[config.mk]
export PLATFORM = sky130hd
export DESIGN_NAME = median_window_controller_flat
export DESIGN_NICKNAME = d
export VERILOG_FILES = /design/src/rtl/median_filter_pkg.sv /design/src/rtl/median_window_controller_if.sv /design/src/rtl/Median_Finder_9inputs_8bits.sv /design/src/rtl/median_line_buffer.sv /design/src/rtl/median_window_controller.sv /design/src/flat_wrapper.sv
export SDC_FILE = /design/constraint.sdc
export NUM_CORES = 1
export LEC_CHECK = 0
export CAP_MARGIN = 20
export CORE_UTILIZATION = 35
export DETAILED_ROUTE_END_ITERATION = 6
export PLACE_DENSITY = 0.51
export SYNTH_ARGS = -nofsm -noshare
export SYNTH_HDL_FRONTEND = slang
export SYNTH_HIERARCHICAL = 1
export SYNTH_SLANG_ARGS = --single-unit
export TNS_END_PERCENT = 20
[constraint.sdc]
create_clock -name clk -period 23.1 [get_ports clk]
set_input_delay 4.62 -clock clk [delete_from_list [all_inputs] [get_ports clk]]
set_output_delay 4.62 -clock clk [all_outputs]
set_load 0.05 [all_outputs]
[src/rtl/median_filter_pkg.sv]
// Shared types and constants for the 3x3 median window controller.
package median_filter_pkg;

  localparam int unsigned PIX_W = 8;

  typedef enum logic [1:0] {StIdle, StFill, StRun, StFlush} state_e;

  function automatic logic is_border(input int unsigned row, input int unsigned col,
                                     input int unsigned last_row, input int unsigned last_col);
    return (row == 0) || (col == 0) || (row == last_row) || (col == last_col);
  endfunction

endpackage

[src/rtl/median_window_controller_if.sv]
// Pixel-in / pixel-out valid-ready streams of the median window controller.
interface median_window_controller_if;
  import median_filter_pkg::*;

  logic [PIX_W-1:0] in_pixel;
  logic             in_valid;
  logic             in_ready;
  logic [PIX_W-1:0] out_pixel;
  logic             out_valid;
  logic             out_ready;
  logic             out_last;

  // Environment side: pixel source and image sink.
  modport master (
    output in_pixel, in_valid, out_ready,
    input  in_ready, out_pixel, out_valid, out_last
  );

  // Controller side.
  modport slave (
    input  in_pixel, in_valid, out_ready,
    output in_ready, out_pixel, out_valid, out_last
  );

endinterface

[src/rtl/Median_Finder_9inputs_8bits.sv]
// Combinational median of nine 8-bit pixels by rank counting.
module Median_Finder_9inputs_8bits (
  input  logic [7:0] pix0_i,
  input  logic [7:0] pix1_i,
  input  logic [7:0] pix2_i,
  input  logic [7:0] pix3_i,
  input  logic [7:0] pix4_i,
  input  logic [7:0] pix5_i,
  input  logic [7:0] pix6_i,
  input  logic [7:0] pix7_i,
  input  logic [7:0] pix8_i,
  output logic [7:0] median_o
);

  logic [7:0] v    [9];
  logic [3:0] rank [9];

  assign v[0] = pix0_i;
  assign v[1] = pix1_i;
  assign v[2] = pix2_i;
  assign v[3] = pix3_i;
  assign v[4] = pix4_i;
  assign v[5] = pix5_i;
  assign v[6] = pix6_i;
  assign v[7] = pix7_i;
  assign v[8] = pix8_i;

  // Ties broken by input index so the ranks form a permutation of 0..8.
  always_comb begin
    for (int i = 0; i < 9; i++) begin
      rank[i] = '0;
      for (int j = 0; j < 9; j++) begin
        if (j != i && ((v[j] < v[i]) || (v[j] == v[i] && j < i))) begin
          rank[i] = rank[i] + 4'd1;
        end
      end
    end
  end

  always_comb begin
    median_o = '0;
    for (int i = 0; i < 9; i++) begin
      if (rank[i] == 4'd4) begin
        median_o = v[i];
      end
    end
  end

endmodule

[src/rtl/median_line_buffer.sv]
// One stored image row: a Depth-entry shift register advanced once per window step.
module median_line_buffer #(
  parameter int unsigned Depth = 16,
  parameter int unsigned Width = 8
) (
  input  logic             clk_i,
  input  logic             en_i,
  input  logic [Width-1:0] din_i,
  output logic [Width-1:0] dout_o
);

  logic [Width-1:0] mem_q [Depth];

  // Pixel data only; contents are deliberately left unreset.
  always_ff @(posedge clk_i) begin
    if (en_i) begin
      mem_q[0] <= din_i;
      for (int unsigned i = 1; i < Depth; i++) begin
        mem_q[i] <= mem_q[i-1];
      end
    end
  end

  assign dout_o = mem_q[Depth-1];

endmodule

[src/rtl/median_window_controller.sv]
// Streaming 3x3 median filter sequencer: two line buffers, a sliding window and a one-entry
// output register; border pixels and bypassed frames pass through unchanged.
module median_window_controller
  import median_filter_pkg::*;
#(
  parameter int unsigned IMG_W = 16,
  parameter int unsigned IMG_H = 16
) (
  input  logic                             clk,
  input  logic                             rst_n,
  input  logic                             cfg_bypass,
  median_window_controller_if.slave        stream,
  output logic                             busy,
  output logic                             frame_done
);

  localparam int unsigned CW = $clog2(IMG_W);
  localparam int unsigned RW = $clog2(IMG_H);
  localparam logic [CW-1:0] ColLast = CW'(IMG_W - 1);
  localparam logic [RW-1:0] RowLast = RW'(IMG_H - 1);

  state_e           state_q, state_d;
  logic [CW-1:0]    in_col_q, in_col_d, out_col_q, out_col_d;
  logic [RW-1:0]    in_row_q, in_row_d, out_row_q, out_row_d;
  logic             bypass_q, bypass_d;
  logic [PIX_W-1:0] out_pixel_q, out_pixel_d;
  logic             out_valid_q, out_valid_d;
  logic             out_last_q, out_last_d;
  logic             frame_done_q, frame_done_d;

  logic             in_ready, accept, drain, flush_adv, adv, emit;
  logic             fill_done, in_last, border;
  logic [PIX_W-1:0] new_pix, lb0_out, lb1_out, med, center;
  logic [PIX_W-1:0] win_q [2][3];

  assign in_ready  = (state_q != StFlush) && (!out_valid_q || stream.out_ready);
  assign accept    = in_ready && stream.in_valid;
  assign drain     = out_valid_q && stream.out_ready;
  // FLUSH keeps stepping the window with dummy pixels until the last output is loaded.
  assign flush_adv = (state_q == StFlush) && (!out_valid_q || stream.out_ready) &&
                     !(out_valid_q && out_last_q);
  assign adv       = accept || flush_adv;
  assign fill_done = (in_row_q == RW'(1)) && (in_col_q == CW'(1));
  assign in_last   = (in_row_q == RowLast) && (in_col_q == ColLast);
  assign emit      = flush_adv ||
                     (accept && ((state_q == StRun) || (state_q == StFill && fill_done)));
  assign new_pix   = (state_q == StFlush) ? '0 : stream.in_pixel;

  median_line_buffer #(
    .Depth (IMG_W),
    .Width (PIX_W)
  ) u_lb0 (
    .clk_i  (clk),
    .en_i   (adv),
    .din_i  (new_pix),
    .dout_o (lb0_out)
  );

  median_line_buffer #(
    .Depth (IMG_W),
    .Width (PIX_W)
  ) u_lb1 (
    .clk_i  (clk),
    .en_i   (adv),
    .din_i  (lb0_out),
    .dout_o (lb1_out)
  );

  // Two registered columns plus the incoming column form the 3x3 window seen at load time.
  always_ff @(posedge clk) begin
    if (adv) begin
      win_q[0]    <= win_q[1];
      win_q[1][0] <= lb1_out;
      win_q[1][1] <= lb0_out;
      win_q[1][2] <= new_pix;
    end
  end

  Median_Finder_9inputs_8bits u_median (
    .pix0_i   (win_q[0][0]),
    .pix1_i   (win_q[1][0]),
    .pix2_i   (lb1_out),
    .pix3_i   (win_q[0][1]),
    .pix4_i   (win_q[1][1]),
    .pix5_i   (lb0_out),
    .pix6_i   (win_q[0][2]),
    .pix7_i   (win_q[1][2]),
    .pix8_i   (new_pix),
    .median_o (med)
  );

  assign center = win_q[1][1];
  assign border = is_border(32'(out_row_q), 32'(out_col_q), IMG_H - 1, IMG_W - 1);

  always_comb begin
    state_d = state_q;
    unique case (state_q)
      StIdle:  if (accept) state_d = StFill;
      StFill:  if (accept && fill_done) state_d = StRun;
      StRun:   if (accept && in_last) state_d = StFlush;
      StFlush: if (drain && out_last_q) state_d = StIdle;
      default: state_d = StIdle;
    endcase
  end

  always_comb begin
    in_col_d     = in_col_q;
    in_row_d     = in_row_q;
    out_col_d    = out_col_q;
    out_row_d    = out_row_q;
    bypass_d     = bypass_q;
    out_pixel_d  = out_pixel_q;
    out_valid_d  = out_valid_q;
    out_last_d   = out_last_q;
    frame_done_d = drain && out_last_q;

    if (accept) begin
      if (state_q == StIdle) bypass_d = cfg_bypass;
      if (in_col_q == ColLast) begin
        in_col_d = '0;
        in_row_d = (in_row_q == RowLast) ? '0 : in_row_q + RW'(1);
      end else begin
        in_col_d = in_col_q + CW'(1);
      end
    end

    if (drain) begin
      out_valid_d = 1'b0;
      out_last_d  = 1'b0;
    end

    if (emit) begin
      out_valid_d = 1'b1;
      out_pixel_d = (bypass_q || border) ? center : med;
      out_last_d  = (out_row_q == RowLast) && (out_col_q == ColLast);
      if (out_col_q == ColLast) begin
        out_col_d = '0;
        out_row_d = (out_row_q == RowLast) ? '0 : out_row_q + RW'(1);
      end else begin
        out_col_d = out_col_q + CW'(1);
      end
    end
  end

  // The bypass flag is sampled on the first accept, so it is valid well before any load.
  always_ff @(posedge clk or negedge rst_n) begin
    if (!rst_n) begin
      state_q      <= StIdle;
      in_col_q     <= '0;
      in_row_q     <= '0;
      out_col_q    <= '0;
      out_row_q    <= '0;
      bypass_q     <= 1'b0;
      out_pixel_q  <= '0;
      out_valid_q  <= 1'b0;
      out_last_q   <= 1'b0;
      frame_done_q <= 1'b0;
    end else begin
      state_q      <= state_d;
      in_col_q     <= in_col_d;
      in_row_q     <= in_row_d;
      out_col_q    <= out_col_d;
      out_row_q    <= out_row_d;
      bypass_q     <= bypass_d;
      out_pixel_q  <= out_pixel_d;
      out_valid_q  <= out_valid_d;
      out_last_q   <= out_last_d;
      frame_done_q <= frame_done_d;
    end
  end

  assign stream.in_ready  = in_ready;
  assign stream.out_pixel = out_pixel_q;
  assign stream.out_valid = out_valid_q;
  assign stream.out_last  = out_last_q;
  assign busy             = (state_q != StIdle);
  assign frame_done       = frame_done_q;

endmodule

[src/flat_wrapper.sv]
// flat-port wrapper written by rule: the top's interface ports become plain ports
module median_window_controller_flat import median_filter_pkg::*;
#(
  parameter int unsigned IMG_W = 16,
  parameter int unsigned IMG_H = 16
)
  (clk, rst_n, cfg_bypass, busy, frame_done, stream_in_pixel, stream_in_valid, stream_out_ready, stream_in_ready, stream_out_pixel, stream_out_valid, stream_out_last);
  median_window_controller_if stream_i ();
  input  logic clk;
  input  logic rst_n;
  input  logic cfg_bypass;
  output logic busy;
  output logic frame_done;
  input wire logic [$bits(stream_i.in_pixel)-1:0] stream_in_pixel;
  input wire logic [$bits(stream_i.in_valid)-1:0] stream_in_valid;
  input wire logic [$bits(stream_i.out_ready)-1:0] stream_out_ready;
  output wire logic [$bits(stream_i.in_ready)-1:0] stream_in_ready;
  output wire logic [$bits(stream_i.out_pixel)-1:0] stream_out_pixel;
  output wire logic [$bits(stream_i.out_valid)-1:0] stream_out_valid;
  output wire logic [$bits(stream_i.out_last)-1:0] stream_out_last;
  assign stream_i.in_pixel = stream_in_pixel;
  assign stream_i.in_valid = stream_in_valid;
  assign stream_i.out_ready = stream_out_ready;
  assign stream_in_ready = stream_i.in_ready;
  assign stream_out_pixel = stream_i.out_pixel;
  assign stream_out_valid = stream_i.out_valid;
  assign stream_out_last = stream_i.out_last;
  median_window_controller #(.IMG_W(IMG_W), .IMG_H(IMG_H)) u_core (.clk(clk), .rst_n(rst_n), .cfg_bypass(cfg_bypass), .stream(stream_i), .busy(busy), .frame_done(frame_done));
endmodule
==> qor.json <==
{
  "routedWlPerCell_um": 23.91,
  "finalNetCount": 2488,
  "route.antenna.remaining_nets": 0,
  "coreArea_mm2": 0.06598,
  "post-cts-setup-buffers": 0,
  "ys_warnings": 6,
  "yosys.area.top_type_share": 0.3894,
  "route.final.wire_length_mm": 71.75,
  "yosys.area.top_type": "sky130_fd_sc_hd__edfxtp_1",
  "dominantRegCellSynth": "sky130_fd_sc_hd__edfxtp_1",
  "cts_max_path_buffers": 3,
  "synth.distinct_cells": 108,
  "layout_worst_path_cycle_share": 0.5307,
  "clock_tree_from_tritoncts": "built",
  "finalWeightedCongestion": 0.9412,
  "cp_max_fo": 9,
  "path_clk_slew_ps": 60,
  "fmax_mhz": 81.57,
  "globalRouteTotalUtil": 0.2106,
  "mappedNetlistArea_mm2": 0.02344,
  "transition_time_at_the_pin_with_the_least_slew_margin_ps": 1173,
  "worst_slew_margin_rel": 0.2096,
  "vias_per_cell": 5.674,
  "post_synthesis_sequential_area_ratio": 0.4215,
  "cts_num_sinks": 334,
  "syn_nets": 2432,
  "timing.final.max_slew_violations": 0,
  "floorplan.initialDensity": 0.3553,
  "status": "complete, no violations",
  "endpoint_kind_of_the_worst_setup_timing_path": "flop",
  "crit_top_cell": "sky130_fd_sc_hd__ha_1",
  "clk_latency_ps": 540,
  "finalClockSkew_ps": 19.73,
  "regToRegSetupSlack_ps": 14100,
  "vias": 17029,
  "fp.dieArea_mm2": 0.06801,
  "timing_worst_setup_path_type": "input pin to flop",
  "timing.critical_path.slowest_cell_delay_ps": 450,
  "drive_gt1_frac": 0.08049,
  "timing.final.crit_period_ps": 12260,
  "required_time_at_the_worst_slack_endpoint_ps": 23550,
  "antenna_cells": 0,
  "dpl.hpwl_mm": 53.30,
  "post_cts_hold_buffer_count": 0,
  "hold_violations": 0,
  "initial_antenna_violation_count": 2,
  "htreeDepth": 2,
  "die_width_um": 260.8,
  "postSynth.asyncResetShare": 0.08982,
  "chipHeight_um": 260.8,
  "cpMaxStageDelayCell": "sky130_fd_sc_hd__nor2b_1",
  "grt_setup_unrepaired": "no",
  "grt_max_degree": 90,
  "cap_violations": 0,
  "detailedRoute.firstIterationViolations": 1312,
  "numCtsBuffers": 36,
  "cts-resized-gates": 0,
  "area_taken_by_flip_flops_and_latches_mm2": 0.009879,
  "synth-edff-count": 304,
  "final-setup-viol-count": 0,
  "drt_pass1_iterations": 5,
  "port_buffers": 25,
  "row_count": 94,
  "fill_cells": 6277,
  "synth-seq-cells": 334,
  "grt_overflow": 0,
  "via_count_of_the_first_global_routing_pass": 16726,
  "syn_area_per_cell_um2": 11.40,
  "worst_hold_path_type": "flop to flop",
  "route.detailed.drc": 0,
  "syn2layout_area_growth_pct": 10.57,
  "setup_tns_ps": 0,
  "synthesis.instances": 2056,
  "cp.arrival_ps": 12710,
  "multiInputGateArea_mm2": 0.01273,
  "critical_path.startpoint_type": "input pin",
  "wire_length_of_the_first_global_routing_pass_mm": 105.7,
  "largest_cells_by_area_after_synthesis": "sky130_fd_sc_hd__edfxtp_1, sky130_fd_sc_hd__ha_1, sky130_fd_sc_hd__dfrtp_1",
  "boundaryPins": 26,
  "cts.root.buffer_cell": "sky130_fd_sc_hd__clkbuf_16"
}
final cells by class:
| cell class | instances | share of cell area |
|---|---|---|
| flip-flops and latches | 334 | 0.3812 |
| clock buffers | 44 | 0.03591 |
| clock inverters | 19 | 0.007434 |
| multi-input cells | 1527 | 0.4911 |
| well taps | 864 | 0.04171 |
| inverters | 153 | 0.02216 |
| repair buffers | 60 | 0.02056 |
worst max-delay path, delay by kind of cell:
family                   cells  cell delay [ps]
AO/OA/AOI/OAI                9             1620
AND/OR/NAND/NOR              9             1880
adder cells (fa/ha/maj)      7             2090
XOR/XNOR                     1              220
buffers and inverters        4              640
multiplexers                 6             1620
placed cells by master, fill, tap and decap left out, types with 25 or more instances in the layout:
cell,instances
sky130_fd_sc_hd__buf_4,33
sky130_fd_sc_hd__nand3_1,57
sky130_fd_sc_hd__nand2_1,123
sky130_fd_sc_hd__and3_1,29
sky130_fd_sc_hd__ha_1,363
sky130_fd_sc_hd__o21ai_0,63
sky130_fd_sc_hd__o21a_1,33
sky130_fd_sc_hd__inv_1,150
sky130_fd_sc_hd__xnor2_1,55
sky130_fd_sc_hd__nand4_1,55
sky130_fd_sc_hd__a21oi_1,113
sky130_fd_sc_hd__nor2_1,69
sky130_fd_sc_hd__clkbuf_16,36
sky130_fd_sc_hd__dfrtp_1,30
sky130_fd_sc_hd__edfxtp_1,304
sky130_fd_sc_hd__a21o_1,55
sky130_fd_sc_hd__a211oi_1,29
sky130_fd_sc_hd__o211ai_1,25
sky130_fd_sc_hd__clkdlybuf4s50_1,25
sky130_fd_sc_hd__nor2b_1,43
final timing paths:
path / startpoint / to / depth (start not counted)
max: stream_in_pixel[1] / u_core/stream.out_pixel[6] / 36
min: u_core/u_lb1/mem_q[4][8] / u_core/u_lb1/mem_q[5][0] / 0
max reg2reg: u_core/u_lb1/mem_q[7][12] / u_core/stream.out_pixel[2] / 34
min reg2reg: u_core/u_lb1/mem_q[4][8] / u_core/u_lb1/mem_q[5][0] / 0
max in group asynchronous: rst_n / u_core/stream.out_pixel[1] / 2
min in group asynchronous: rst_n / u_core/stream.out_pixel[3] / 2
metal layers:
| layer | wire length (um) | part of all wire | track usage | vias to the layer above |
|---|---|---|---|---|
| li1 | - | - | - | 7942 |
| met1 | 31640 | 0.44 | 0.2791 | 8353 |
| met2 | 32490 | 0.45 | 0.3389 | 558 |
| met3 | 4098 | 0.057 | 0.02953 | 176 |
| met4 | 3526 | 0.049 | 0.09812 | 0 |
| met5 | 0 | 0 | 0 | - |
stage by stage:
stage	area [um2]	utilization	hold slack, ps	instances	worst slack [ps]
6_report	25920	0.3928	406.8	3001	10840
5_1_grt	25920	0.3928	417.0	3001	10250
4_1_cts	25880	0.3923	406.4	2999	10930
3_5_place_dp	24760	0.3753	404.5	2936	10370
3_3_place_gp	24760	0.3753	400.4	2936	10510
2_1_floorplan	23440	-	400.3	2056	10880
state kept, by name, indices dropped and copies added, names as in the netlist, 4 cells and up:
signal and cells:
u_core/in_col_q 4, u_core/in_row_q 4, u_core/out_col_q 4, u_core/out_row_q 4, u_core/stream.out_pixel 8, u_core/u_lb0/mem_q 128, u_core/u_lb1/mem_q 128, u_core/win_q 48
synth_stat cells, types with 21 or more instances:
| cell | n |
|---|---|
| sky130_fd_sc_hd__a211oi_1 | 29 |
| sky130_fd_sc_hd__a21o_1 | 55 |
| sky130_fd_sc_hd__a21oi_1 | 114 |
| sky130_fd_sc_hd__and3_1 | 29 |
| sky130_fd_sc_hd__buf_4 | 21 |
| sky130_fd_sc_hd__dfrtp_1 | 30 |
| sky130_fd_sc_hd__edfxtp_1 | 304 |
| sky130_fd_sc_hd__ha_1 | 363 |
| sky130_fd_sc_hd__inv_1 | 150 |
| sky130_fd_sc_hd__mux2i_1 | 24 |
| sky130_fd_sc_hd__nand2_1 | 124 |
| sky130_fd_sc_hd__nand3_1 | 57 |
| sky130_fd_sc_hd__nand4_1 | 55 |
| sky130_fd_sc_hd__nor2_1 | 69 |
| sky130_fd_sc_hd__nor2b_1 | 43 |
| sky130_fd_sc_hd__nor3_1 | 24 |
| sky130_fd_sc_hd__o211ai_1 | 25 |
| sky130_fd_sc_hd__o21a_1 | 33 |
| sky130_fd_sc_hd__o21ai_0 | 63 |
| sky130_fd_sc_hd__xnor2_1 | 55 |
| sky130_fd_sc_hd__xor2_1 | 21 |
cells by family (layout without fill, tap and decap cells):
kind of cell,Yosys count,count (layout),synth area share
mux,46,46,0.02183
xor+xnor,109,109,0.05711
compound gates,473,473,0.1443
simple gates,536,536,0.1255
fa+ha+maj,363,363,0.1938
flops,334,334,0.4215
buf+inv,195,276,0.03603
Power is not shown: default switching activity piles up to over one toggle a cycle in this logic, so the estimate is an artifact.
